### src/rtl/rv_core_pkg.sv
// Shared RV64I core definitions: datapath width, default reset vector,
// instruction size and the fetch-PC sequencer state type.
package rv_core_pkg;

    localparam int unsigned XLEN                 = 64;
    localparam logic [63:0] RESET_VECTOR_DEFAULT = 64'h0000_0000_8000_0000;
    localparam int unsigned INSN_BYTES           = 4;

    typedef enum logic [1:0] {
        BOOT      = 2'd0,
        RUN       = 2'd1,
        FLUSH     = 2'd2,
        WAIT_TRAP = 2'd3
    } pc_state_e;

endpackage

### src/rtl/pc_redirect_ctrl_if.sv
// Fetch-side redirect bus: execute/CSR redirect requests in, fetch PC and
// flush control out. slave = the PC sequencer, master = its environment.
interface pc_redirect_ctrl_if #(
    parameter int unsigned XLEN = rv_core_pkg::XLEN
);

    logic            ex_valid;
    logic            ex_do_jump;
    logic [XLEN-1:0] ex_target;
    logic            trap_req;
    logic [XLEN-1:0] trap_vec;
    logic            fetch_ready;
    logic [XLEN-1:0] pc_out;
    logic            pc_valid;
    logic            flush;
    logic            ex_ready;
    logic            misalign_exc;
    logic [XLEN-1:0] misalign_addr;

    modport slave (
        input  ex_valid, ex_do_jump, ex_target, trap_req, trap_vec, fetch_ready,
        output pc_out, pc_valid, flush, ex_ready, misalign_exc, misalign_addr
    );

    modport master (
        output ex_valid, ex_do_jump, ex_target, trap_req, trap_vec, fetch_ready,
        input  pc_out, pc_valid, flush, ex_ready, misalign_exc, misalign_addr
    );

endinterface

### src/rtl/pc_next_sel.sv
// Next-fetch-PC priority select: trap vector > taken branch/jump > sequential.
// Optional macro MISALIGN_TRAP_EN: a taken target with nonzero low bits is
// reported as misaligned instead of being redirected to.
module pc_next_sel #(
    parameter int unsigned XLEN = rv_core_pkg::XLEN
) (
    input  logic [XLEN-1:0] pc,
    input  logic            advance_en,
    input  logic            jump_req,
    input  logic [XLEN-1:0] ex_target,
    input  logic            trap_req,
    input  logic [XLEN-1:0] trap_vec,
    output logic [XLEN-1:0] next_pc,
    output logic            redirect,
    output logic            misalign
);
    import rv_core_pkg::*;

    logic [XLEN-1:0] jump_pc;

    assign jump_pc = {ex_target[XLEN-1:2], 2'b00};

`ifdef MISALIGN_TRAP_EN
    assign misalign = jump_req & ~trap_req & (ex_target[1:0] != 2'b00);
`else
    logic unused_low_bits;
    assign unused_low_bits = ^ex_target[1:0];
    assign misalign        = 1'b0;
`endif

    // Priority select; a redirect or misaligned jump discards any handshake
    always_comb begin
        redirect = 1'b0;
        next_pc  = pc;
        if (trap_req) begin
            redirect = 1'b1;
            next_pc  = trap_vec;
        end else if (jump_req) begin
            if (!misalign) begin
                redirect = 1'b1;
                next_pc  = jump_pc;
            end
        end else if (advance_en) begin
            next_pc = pc + XLEN'(INSN_BYTES);
        end
    end

endmodule

### src/rtl/pc_redirect_ctrl.sv
// Fetch-PC sequencer for the RV64I core: presents sequential PCs to fetch,
// applies execute and trap redirects with a one-cycle F/D flush.
// Optional macro MISALIGN_TRAP_EN: misaligned taken targets raise
// misalign_exc and park the sequencer until the CSR unit redirects.
module pc_redirect_ctrl #(
    parameter int unsigned     XLEN         = rv_core_pkg::XLEN,
    parameter logic [XLEN-1:0] RESET_VECTOR = rv_core_pkg::RESET_VECTOR_DEFAULT
) (
    input logic              clk,
    input logic              rst_n,
    pc_redirect_ctrl_if.slave bus
);
    import rv_core_pkg::*;

    pc_state_e       state_q, state_d;
    logic [XLEN-1:0] pc_q;
    logic [XLEN-1:0] sel_pc;
    logic            flush_q, flush_d;
    logic            in_run;
    logic            jump_req;
    logic            trap_ok;
    logic            redirect;
    logic            misalign;

    assign in_run   = (state_q == RUN);
    // Execute results are wrong-path outside RUN; traps are ignored only in BOOT
    assign jump_req = in_run & bus.ex_valid & bus.ex_do_jump;
    assign trap_ok  = bus.trap_req & (state_q != BOOT);

    pc_next_sel #(
        .XLEN (XLEN)
    ) u_next_sel (
        .pc         (pc_q),
        .advance_en (in_run & bus.fetch_ready),
        .jump_req   (jump_req),
        .ex_target  (bus.ex_target),
        .trap_req   (trap_ok),
        .trap_vec   (bus.trap_vec),
        .next_pc    (sel_pc),
        .redirect   (redirect),
        .misalign   (misalign)
    );

    // Next-state and flush pulse decode
    always_comb begin
        state_d = state_q;
        flush_d = 1'b0;
        case (state_q)
            BOOT: state_d = RUN;
            RUN: begin
                if (redirect) begin
                    state_d = FLUSH;
                    flush_d = 1'b1;
                end else if (misalign) begin
                    state_d = WAIT_TRAP;
                    flush_d = 1'b1;
                end
            end
            FLUSH: begin
                if (redirect) begin
                    state_d = FLUSH;
                    flush_d = 1'b1;
                end else begin
                    state_d = RUN;
                end
            end
            WAIT_TRAP: begin
                if (redirect) begin
                    state_d = FLUSH;
                    flush_d = 1'b1;
                end
            end
            default: state_d = BOOT;
        endcase
    end

    // State, PC and flush registers
    always_ff @(posedge clk) begin
        if (!rst_n) begin
            state_q <= BOOT;
            pc_q    <= RESET_VECTOR;
            flush_q <= 1'b0;
        end else begin
            state_q <= state_d;
            pc_q    <= sel_pc;
            flush_q <= flush_d;
        end
    end

`ifdef MISALIGN_TRAP_EN
    logic            mexc_q;
    logic [XLEN-1:0] maddr_q;

    // One-cycle exception pulse; faulting address held until the next fault
    always_ff @(posedge clk) begin
        if (!rst_n) begin
            mexc_q  <= 1'b0;
            maddr_q <= '0;
        end else begin
            mexc_q <= misalign;
            if (misalign) begin
                maddr_q <= bus.ex_target;
            end
        end
    end

    assign bus.misalign_exc  = mexc_q;
    assign bus.misalign_addr = maddr_q;
`else
    assign bus.misalign_exc  = 1'b0;
    assign bus.misalign_addr = '0;
`endif

    assign bus.pc_out   = pc_q;
    assign bus.pc_valid = in_run;
    assign bus.ex_ready = in_run;
    assign bus.flush    = flush_q;

endmodule

### src/flat_wrapper.sv
// flat-port wrapper written by rule: the top's interface ports become plain ports
module pc_redirect_ctrl_flat import rv_core_pkg::*;
#(
    parameter int unsigned     XLEN         = rv_core_pkg::XLEN,
    parameter logic [XLEN-1:0] RESET_VECTOR = rv_core_pkg::RESET_VECTOR_DEFAULT
)
  (clk, rst_n, bus_ex_valid, bus_ex_do_jump, bus_ex_target, bus_trap_req, bus_trap_vec, bus_fetch_ready, bus_pc_out, bus_pc_valid, bus_flush, bus_ex_ready, bus_misalign_exc, bus_misalign_addr);
  pc_redirect_ctrl_if #(.XLEN(XLEN)) bus_i ();
  input logic clk;
  input logic rst_n;
  input wire logic [$bits(bus_i.ex_valid)-1:0] bus_ex_valid;
  input wire logic [$bits(bus_i.ex_do_jump)-1:0] bus_ex_do_jump;
  input wire logic [$bits(bus_i.ex_target)-1:0] bus_ex_target;
  input wire logic [$bits(bus_i.trap_req)-1:0] bus_trap_req;
  input wire logic [$bits(bus_i.trap_vec)-1:0] bus_trap_vec;
  input wire logic [$bits(bus_i.fetch_ready)-1:0] bus_fetch_ready;
  output wire logic [$bits(bus_i.pc_out)-1:0] bus_pc_out;
  output wire logic [$bits(bus_i.pc_valid)-1:0] bus_pc_valid;
  output wire logic [$bits(bus_i.flush)-1:0] bus_flush;
  output wire logic [$bits(bus_i.ex_ready)-1:0] bus_ex_ready;
  output wire logic [$bits(bus_i.misalign_exc)-1:0] bus_misalign_exc;
  output wire logic [$bits(bus_i.misalign_addr)-1:0] bus_misalign_addr;
  assign bus_i.ex_valid = bus_ex_valid;
  assign bus_i.ex_do_jump = bus_ex_do_jump;
  assign bus_i.ex_target = bus_ex_target;
  assign bus_i.trap_req = bus_trap_req;
  assign bus_i.trap_vec = bus_trap_vec;
  assign bus_i.fetch_ready = bus_fetch_ready;
  assign bus_pc_out = bus_i.pc_out;
  assign bus_pc_valid = bus_i.pc_valid;
  assign bus_flush = bus_i.flush;
  assign bus_ex_ready = bus_i.ex_ready;
  assign bus_misalign_exc = bus_i.misalign_exc;
  assign bus_misalign_addr = bus_i.misalign_addr;
  pc_redirect_ctrl #(.XLEN(XLEN), .RESET_VECTOR(RESET_VECTOR)) u_core (.clk(clk), .rst_n(rst_n), .bus(bus_i));
endmodule
### config.mk
export PLATFORM = sky130hd
export DESIGN_NAME = pc_redirect_ctrl_flat
export DESIGN_NICKNAME = d
export VERILOG_FILES = /design/src/rtl/rv_core_pkg.sv /design/src/rtl/pc_redirect_ctrl_if.sv /design/src/rtl/pc_next_sel.sv /design/src/rtl/pc_redirect_ctrl.sv /design/src/flat_wrapper.sv
export SDC_FILE = /design/constraint.sdc
export NUM_CORES = 1
export LEC_CHECK = 0
export CAP_MARGIN = 20
export CORE_MARGIN = 2
export CORE_UTILIZATION = 36
export DETAILED_ROUTE_END_ITERATION = 12
export PLACE_DENSITY = 0.81
export SLEW_MARGIN = 20
export SYNTH_ARGS = -nofsm -noshare
export SYNTH_HDL_FRONTEND = slang
export SYNTH_SLANG_ARGS = --single-unit
### constraint.sdc
create_clock -name clk -period 2.55 [get_ports clk]
set_clock_uncertainty 0.05 [all_clocks]
set_input_delay 0.255 -clock clk [delete_from_list [all_inputs] [get_ports clk]]
set_output_delay 0.255 -clock clk [all_outputs]
set_load 0.02 [all_outputs]
== Word level (Yosys, flattened, before mapping) ==
Cells that the tools add are included.
Operators by class
  $add $sub $neg: 1
  eq/ne operators: 4
  muxes and demuxes: 9
  bitwise gates (word level): 4
  reduce and logical (&&, ||, !) cells: 6
Operators with widths (number)
  two-way mux 64 bit: 3
  adder 64 x 3 -> 64 bit, second input constant: 1
  one-hot mux 2 bit (3 select lines): 1
  AND 1 bit: 4
  equality test 2 bit, second input constant: 2
  two-way mux 2 bit: 2
  two-way mux 1 bit: 3
  nonzero test 3 bit: 1
  OR reduction 3 bit: 1
  equality test 2 x 1 -> 1 bit, second input constant: 1
  zero test 2 bit: 1
  != test 2 x 1 -> 1 bit, second input constant: 1
  AND reduction 2 bit: 1
  nonzero test 2 bit: 1
  OR reduction 2 bit: 1
Word-level totals
  register bits: 67
  input port bits: 134
  output and inout port bits: 132
  word-level logic and storage cells: 27

== Logic depth before layout (Yosys ltp) ==
Gate-level depths: netlist of the first run.
  depth after elaboration: 7
  gate-level depth with buffers: 10
  depth with buffers taken out: 8

== By module ==
From an unflattened synthesis of the first run, not the netlist that was laid out.
Unflattened totals
  cells, all modules: 645
  area, all modules: 5069.9 um2
By module, submodules not included
  pc_next_sel: instances 1, cells each 429, area each 2702.6 um2, sequential area each 0.0 um2
  pc_redirect_ctrl: instances 1, cells each 216, area each 2367.3 um2, sequential area each 1341.3 um2

== Worst setup path after synthesis of the first run ==
No wires, ideal clock.
  path kind: flip-flop to flip-flop
  start point: register u_core.pc_q[4] (netlist: u_core.bus.pc_out[4])
  end point: register u_core.pc_q[63] (netlist: u_core.bus.pc_out[63])
  library setup time: 0.133 ns
  arrival time: 2.447 ns
  required time: 2.367 ns
  slack: -0.080 ns
  stages on the path, launching flop included: 7
  path buffers: 0
  cells stage by stage: dfxtp_1 nand4_2 or4_4 or4_4 or4_1 nand3_1 o211ai_1
On the way
  cells in the longest elaborated chain, start to end: 4
Ends and longest elaborated chain
  start, declared: line pc_redirect_ctrl.sv:16  | logic [XLEN-1:0] pc_q;
  start signal, assigned: line pc_redirect_ctrl.sv:85  | pc_q <= sel_pc;
  adder 64 x 3 -> 64 bit: line pc_next_sel.sv:44  | next_pc = pc + XLEN'(INSN_BYTES);
  two-way mux 64 bit: line pc_next_sel.sv:43  | end else if (advance_en) begin
  two-way mux 64 bit: line pc_next_sel.sv:38  | end else if (jump_req) begin
  two-way mux 64 bit: line pc_next_sel.sv:35  | if (trap_req) begin
No other way between the ends. The select of a mux whose other input is x is not followed.
A chain may end at the register's enable or synchronous reset.

== Final worst setup path of the first run ==
  start point: register u_core.pc_q[40] (netlist: u_core.bus.pc_out[40])
  end point: register u_core.pc_q[63] (netlist: u_core.bus.pc_out[63])
Same word-level chain as after synthesis.

==> flow_summary.toml, run 1 <==
[status]
status = "finished clean"

[worst_setup_path]
worstSetupEndpointType = "register"
timing.critical_path.buf_inv = 0
r2r-end = "u_core.bus.pc_out[63]"
crit_start = "u_core.bus.pc_out[40]"
max_stage_delay_ns = 0.61
crit_family = "simple AND/OR/NAND/NOR gates"
criticalPathCategory = "register to register"
r2r_slack_ns = 0.05
cp.required_ns = 2.71
path_common_cell = "or4_1"
cp_max_fo = 6
cp_data_arrival_time_ns = 2.65
crit_slowest_cell = "or4_4"
reg2regPathDepth = 6
worstPathCellList = "nand4_1 > or4_1 > or4_4 > or4_1 > nand3_1 > o211ai_1"
critPathLaunchType = "register"
r2r_start = "u_core.bus.pc_out[40]"

[floorplan]
coreArea_um2 = 13400
io_pins = 266
dieArea_um2 = 14800
die_w_um = 122
rows = 42
start_util = 0.372
die_h_um = 122

[clock_tree]
cts.sinks = 67
cts_tree = "yes"
clock_latency_ns = 0.34
clk_pin_slew_ns = 0.05
cts_hold_buffers = 0
cts_inserted_buffers = 9
root_buffer = "clkbuf_16"
cts_buffer_depth = 2
htree_levels = 3

[synthesis]
ys_seq_elements = 67
yosys.area.top_type_share = 0.269
synthArstFlopShare = 0
synth_area_um2 = 4980
synth_largest_area_cell = "dfxtp_1"
ys_types = 58
yosys_most_used_dff = "dfxtp_1"
synth_edf_count = 0
synth_common_cells = "dfxtp_1 (67), buf_4 (66), a21oi_1 (56), nand2_1 (55), o21ai_0 (48)"
ys_seq_area_frac = 0.269
synth_area_per_cell_um2 = 7.48
netlist_top_cells_area = "dfxtp_1 (27%), buf_4 (9.9%), a21oi_1 (5.6%)"
yosys_warnings = 0
synthCells = 666
synth_most_common_cell = "dfxtp_1"

[worst_hold_path]
min-delay-start = "bus_trap_vec[4]"
hp-class = "primary input to register"
min_to = "u_core.bus.pc_out[4]"
hold_path_depth = 3

[sta]
hold_viol_final = 0
post-route-period-util = 0.979
tns_ns = 0
slew_viol_final = 0
worst_pin_slew_ns = 0.708
rsz0062_at_grt = "no"
slew_headroom = 0.527
fmax_mhz = 401
setup_ws_ns = 0.0548
fin_crit_ns = 2.50
setup_viol = 0

[route]
drtIter0Drc = 550
route.detailed.drc = 0
vias = 6018
antenna_left = 0
via_per_inst = 5.60
first_pass_iters = 6
wl_per_cell_um = 18.1
wirelength_mm = 19.5

[global_route]
overflow = 0
antenna_found_initial = 0
grt_use_total = 0.255
grt_pass1_vias = 5490
grt_max_degree = 56
grt_pass1_wl_mm = 29.4

[placed_design]
gp_congestion = 0.885
dpl_worst_slack_ns = 0.0577
port_buffers = 198
postPlaceCellArea_um2 = 7300
post-dp-hpwl_mm = 14.4

[pwr]
finalPower_mw = 3.90
cellPowerDensity_nw_per_um2 = 512
power_leakage_nw = 2.79
ir_drop_v = 0.000328

[final_layout]
final_nets = 1028
drive_gt1_frac = 0.115
antennaDiodeCount = 0
fill_cells = 1239
seq_area_um2 = 1360
area_delta_synth_final_pct = 52.7
multi_input_area_um2 = 3230
stdcell_area_um2 = 7610

[job]
drv_cap = 0
[what timing repair did]
action,CTS,global route
setup buffers,0,2
endpoints found under the setup margin,0,3
gates resized for setup,0,3
[where the power goes]
part | total [mW] | internal, mW | switching, mW
registers | 1.29 | 1.17 | 0.124
clock network | 1.17 | 0.709 | 0.463
logic | 1.44 | 0.677 | 0.759
[logic make-up after synthesis]
logic type | share of synthesized area
muxes | 0.00201
and+or+nand+nor | 0.235
AOI/OAI and AO/OA | 0.285
other | 0.000752
buffers and inverters | 0.141
DFF | 0.269
xor gates and xnor gates | 0.0650
adders and majority gates | 0.00251
[layout make-up]
class                      count  area share
tap                          176      0.0289
clock buffer                  14      0.0347
clock inverter                 2     0.00131
inverter                      10     0.00493
timing repair buffer         261       0.327
sequential                    67       0.178
multi-input combinational    544       0.425
[registers in the layout (all words and copies together) (netlist names)]
register / cells
u_core.bus.flush: 1
u_core.bus.pc_out: 64
u_core.state_q: 2
[routing by layer]
metal	share of wire	up-vias	global-route usage
li1	-	2841	-
met1	0.40	2829	0.328
met2	0.48	320	0.420
met3	0.096	28	0.0618
met4	0.022	0	0.0805
met5	0	-	0
[worst min-delay path, stage by stage]
cell             delay (ns)
clkdlybuf4s50_1        0.40
nand2_1                0.07
a311oi_1               0.08
[stage by stage]
step	cells	utilization	hold slack [ns]
2_1_floorplan	730	-	0.357
3_3_place_gp	1056	0.545	0.438
3_5_place_dp	1056	0.545	0.446
4_1_cts	1072	0.566	0.434
5_1_grt	1074	0.568	0.482
6_report	1074	0.568	0.451
[layout by cell type, fill, tap and decap left out, drive strengths merged, types with 4 or more instances in the layout]
cell type	count
clkdlybuf4s50	198
a22o	11
a221oi	6
buf	63
a31oi	11
dfxtp	67
o22ai	18
xnor2	19
or4	7
a211oi	15
a21oi	56
and2	7
a222oi	9
nor2	45
a22oi	15
nor3	10
and3	16
conb	65
or3	5
xor2	18
o211ai	4
nor4	8
nand2	55
clkbuf	14
and4	8
o221ai	5
nand4	25
inv	8
clkinv	4
o21a	5
nand3	24
o21ai	48
[worst max-delay path by stage]
stage / endpoint / cells past startpoint / slack (ns)
after floorplan: u_core.bus.pc_out[63] / 6 / 0.004
after CTS: u_core.bus.pc_out[63] / 6 / 0.06
after global placement: u_core.bus.pc_out[63] / 6 / 0.09
after global routing: u_core.bus.pc_out[63] / 6 / 0.0003
after detailed placement: u_core.bus.pc_out[63] / 6 / 0.06
final: u_core.bus.pc_out[63] / 6 / 0.05
Power figures use the tool's default switching activity.
==> inputs of run 2 (changes only) <==
--- a/config.mk
+++ b/config.mk
@@ -9,7 +9,7 @@
 export CORE_MARGIN = 2
 export CORE_UTILIZATION = 36
 export DETAILED_ROUTE_END_ITERATION = 12
-export PLACE_DENSITY = 0.81
+export PLACE_DENSITY = 0.75
 export SLEW_MARGIN = 20
 export SYNTH_ARGS = -nofsm -noshare
 export SYNTH_HDL_FRONTEND = slang
==> flow_summary.toml, run 2 (synthesis results as in run 1) <==
[worst_setup_path]
timing.critical_path.buf_inv = 0
worstSetupEndpointType = "register"
cp_data_arrival_time_ns = 2.63
path_common_cell = "or4_1"
crit_slowest_cell = "or4_4"
crit_family = "simple AND/OR/NAND/NOR gates"
max_stage_delay_ns = 0.60
crit_start = "u_core.bus.pc_out[40]"
r2r-end = "u_core.bus.pc_out[63]"
criticalPathCategory = "register to register"
reg2regPathDepth = 6
critPathLaunchType = "register"
cp.required_ns = 2.70
endpoint = "u_core.bus.pc_out[63]"
cp_max_fo = 6
cp_num_cells = 6
r2r_slack_ns = 0.08
worstPathCellList = "nand4_1 > or4_1 > or4_4 > or4_1 > nand3_1 > o211ai_1"
r2r_start = "u_core.bus.pc_out[40]"

[sta]
post-route-period-util = 0.969
rsz0062_at_grt = "no"
slew_viol_final = 0
fin_crit_ns = 2.47
hold_viol_final = 0
setup_ws_ns = 0.0782
setup_viol = 0
fmax_mhz = 405
worst_pin_slew_ns = 0.895
slew_headroom = 0.402

[final_layout]
final_common_cell = "clkdlybuf4s50_1"
fill_cells = 1291
final_nets = 1031
seq_area_um2 = 1360
layoutNonFillerInstCount = 1076
drive_gt1_frac = 0.117
antennaDiodeCount = 0
area_delta_synth_final_pct = 52.2
largest_register_ffs = 64
mostFrequentLayoutCells = "clkdlybuf4s50_1 (198), conb_1 (65), buf_4 (65)"
multi_input_area_um2 = 3220

[route]
antenna_left = 0
route.detailed.drc = 0
wirelength_mm = 19.3
via_per_inst = 5.59
first_pass_iters = 5
wl_per_cell_um = 18.0
drtIter0Drc = 488
vias = 6020

[floorplan]
die_h_um = 122
io_pins = 266
start_util = 0.372
die_w_um = 122
coreArea_um2 = 13400
dieArea_um2 = 14800
rows = 42

[global_route]
grt_use_met2 = 0.413
grt_pass1_vias = 5378
overflow = 0
met1_usage = 0.336
gr-max-usage-layer = "met2"
globalRouteMet3Util = 0.0496
grt_pass1_wl_mm = 29.1
antenna_found_initial = 0
grt_max_degree = 41
grt_use_total = 0.250

[placed_design]
post-dp-hpwl_mm = 14.6
gp_congestion = 0.902
place_inst = 1060
port_buffers = 198
dpl_worst_slack_ns = -0.0250

[clock_tree]
clk_pin_slew_ns = 0.06
htree_levels = 3
cts_inserted_buffers = 9
cts.sinks = 67
cts_tree = "yes"
cts_buffer_depth = 2
clock_latency_ns = 0.33
cts_hold_buffers = 0
root_buffer = "clkbuf_16"

[pwr]
power.switching_mw = 1.34
pwr-share-clk = 0.293
p_int_mw = 2.51
power_leakage_nw = 2.79
swShare = 0.347
p_comb_frac = 0.371
pwr-share-seq = 0.336
cellPowerDensity_nw_per_um2 = 507
ir_drop_v = 0.000364

[worst_hold_path]
hp-class = "register to register"

[job]
drv_cap = 0

[status]
status = "finished clean"
[run 2: how the worst min path moves through the flow]
stage	start	end	slack [ns]	depth (start not counted)
global placement	u_core.bus.pc_out[0]	u_core.bus.pc_out[0]	0.44	2
global route	u_core.bus.pc_out[1]	u_core.bus.pc_out[1]	0.47	2
CTS	u_core.bus.pc_out[1]	u_core.bus.pc_out[1]	0.46	2
detailed placement	u_core.bus.pc_out[1]	u_core.bus.pc_out[1]	0.45	2
floorplan	bus_trap_vec[4]	u_core.bus.pc_out[4]	0.36	2
finish	u_core.bus.pc_out[1]	u_core.bus.pc_out[1]	0.47	2
[run 2: stage by stage]
stage	setup TNS, ns	util	hold WS (ns)	total power, mW	area, µm²
detailed placement	-0.0250	0.545	0.447	2.72	7310
finish	0	0.566	0.466	3.85	7580
global route	0	0.566	0.474	4.02	7580
global placement	0	0.545	0.440	2.71	7310
CTS	0	0.566	0.464	3.85	7580
floorplan	0	-	0.357	2.08	5240
[run 2: power by group through the flow]
stage	Combinational (mW)	Clock [mW]	Sequential (mW)
3_5_place_dp	1.41	0	1.31
6_report	1.43	1.13	1.29
4_1_cts	1.42	1.14	1.29
3_3_place_gp	1.40	0	1.31
5_1_grt	1.52	1.18	1.31
2_1_floorplan	0.622	0	1.45
[run 2: area by class of cell]
class	instances	area share
multi-input combinational	544	0.424
timing repair buffer	264	0.328
sequential	67	0.179
clock buffer	12	0.0325
tap	176	0.0290
inverter	10	0.00495
clock inverter	3	0.00198
[run 2: tightest hold or removal path: cells and delay by family, from the launching register on]
family | cells | cell delay, ns
flip-flops | 1 | 0.34
AND/OR/NAND/NOR | 1 | 0.08
AO/OA/AOI/OAI | 1 | 0.07
[run 2: routing by layer]
metal / vias to the layer above / part of all wire
met2: 359 / 0.47
met3: 31 / 0.092
met4: 0 / 0.019
met1: 2799 / 0.42
li1: 2831 / -
met5: - / 0
[run 2: repair_timing]
| action | CTS | global route |
|---|---|---|
| cloned | 0 | 0 |
| endpoints found under the setup margin | 1 | 1 |
| pin swaps | 1 | 0 |
| buffers inserted | 1 | 0 |
| resized for setup | 0 | 1 |
==> inputs of run 3 (changes only) <==
--- a/config.mk
+++ b/config.mk
@@ -6,7 +6,7 @@
 export NUM_CORES = 1
 export LEC_CHECK = 0
 export CAP_MARGIN = 20
-export CORE_MARGIN = 2
+export CORE_MARGIN = 4
 export CORE_UTILIZATION = 36
 export DETAILED_ROUTE_END_ITERATION = 12
 export PLACE_DENSITY = 0.75
==> flow_summary.toml, run 3 (synthesis results as in run 1) <==
[status]
status = "finished clean"

[sta]
fmax_mhz = 403
post-route-period-util = 0.972
setup_viol = 0
slew_headroom = 0.649
setup_ws_ns = 0.0704
hold_viol_final = 0
slew_viol_final = 0
worst_pin_slew_ns = 0.522
fin_crit_ns = 2.48
rsz0062_at_grt = "no"

[placed_design]
postPlaceCellArea_um2 = 7320
gp_congestion = 0.890
dpl_worst_slack_ns = -0.0596
post-dp-hpwl_mm = 15.1
port_buffers = 198
place_inst = 1058

[pwr]
power_leakage_nw = 2.80
cellPowerDensity_nw_per_um2 = 521
ir_drop_v = 0.000343

[worst_hold_path]
hp-class = "register to register"

[floorplan]
die_h_um = 126
die_w_um = 126
rows = 42
io_pins = 266
dieArea_um2 = 15800
start_util = 0.372
coreArea_um2 = 13400

[clock_tree]
clock_latency_ns = 0.33
cts_tree = "yes"
cts_inserted_buffers = 9
cts.sinks = 67
clk_pin_slew_ns = 0.06
htree_levels = 3
root_buffer = "clkbuf_16"
cts_buffer_depth = 2

[final_layout]
drive_gt1_frac = 0.119
mostFrequentLayoutCells = "clkdlybuf4s50_1 (198), conb_1 (65), buf_4 (63)"
stdcell_area_um2 = 7660
largest_register_ffs = 64
area_delta_synth_final_pct = 53.6
final_common_cell = "clkdlybuf4s50_1"
fin_util = 0.571
layoutNonFillerInstCount = 1077
final_nets = 1031
antennaDiodeCount = 0
fill_cells = 1241

[global_route]
antenna_found_initial = 0
overflow = 0
grt_pass1_vias = 5411
grt_max_degree = 41
grt_use_total = 0.235
grt_pass1_wl_mm = 30.0

[route]
antenna_left = 0
wl_per_cell_um = 18.4
drtIter0Drc = 642
vias = 5974
first_pass_iters = 5
wirelength_mm = 19.9
via_per_inst = 5.55
route.detailed.drc = 0

[worst_setup_path]
criticalPathCategory = "register to register"
critPathLaunchType = "register"
cp_data_arrival_time_ns = 2.63
worstSetupEndpointType = "register"
cp.required_ns = 2.70
cp_max_fo = 6

[job]
drv_cap = 0
-- run 3: changes by cell type in the layout (fill, tap and decap cells not counted) --
cell / previous run / this run
buf_12: 1 / 3
buf_4: 65 / 63
bufinv_16: 0 / 1
clkbuf_1: 2 / 1
clkinv_2: 3 / 0
clkinv_4: 0 / 2
clkinvlp_4: 0 / 2
dfxtp_2: 12 / 11
dfxtp_4: 0 / 1
-- run 3: through the flow --
stage	hold WS [ns]	power (mW)	TNS, ns
detailed placement	0.450	2.72	-0.0728
global route	0.507	4.17	0
finish	0.468	3.99	0
CTS	0.469	3.99	0
global placement	0.433	2.71	0
floorplan	0.357	2.08	0
-- run 3: layout make-up --
type                       count  area (µm²)  share of cell area
sequential                    67        1360               0.177
inverter                      10        37.5             0.00490
clock buffer                  11         243              0.0317
clock inverter                 5        62.6             0.00817
timing repair buffer         264        2510               0.328
tap                          176         220              0.0288
multi-input combinational    544        3220               0.420
-- run 3: power by group --
| group | internal (mW) | total (mW) | switching [mW] | leakage (nW) |
|---|---|---|---|---|
| Combinational | 0.673 | 1.43 | 0.756 | 2.11 |
| Clock | 0.788 | 1.27 | 0.481 | 0.142 |
| Sequential | 1.16 | 1.29 | 0.128 | 0.555 |
| Total | 2.63 | 3.99 | 1.36 | 2.80 |
-- run 3: routing by layer --
layer,part of all wire,track usage,up-vias
li1,-,-,2840
met1,0.42,0.322,2795
met2,0.47,0.377,311
met3,0.096,0.0517,28
met4,0.019,0.0580,0
met5,0,0,-
-- run 3: critical path: stages (launching register included) --
cell	delay, ns
dfxtp_1	0.33
nand4_1	0.14
or4_1	0.56
or4_4	0.60
or4_1	0.52
nand3_1	0.09
o211ai_1	0.08
-- run 3: final timing paths --
check	start	to	slack [ns]	cells past startpoint
worst max-delay path	u_core.bus.pc_out[40]	u_core.bus.pc_out[63]	0.07	6
worst min-delay path	u_core.bus.pc_out[0]	u_core.bus.pc_out[0]	0.47	2
worst max register to register	u_core.bus.pc_out[40]	u_core.bus.pc_out[63]	0.07	6
worst min register to register	u_core.bus.pc_out[0]	u_core.bus.pc_out[0]	0.47	2
-- run 3: timing repair --
item	in CTS	in global routing
pin swaps	1	1
endpoints found under the setup margin	2	6
setup buffers	1	2
gates resized for setup	0	2
hold buffers	0	0
gates cloned	0	0
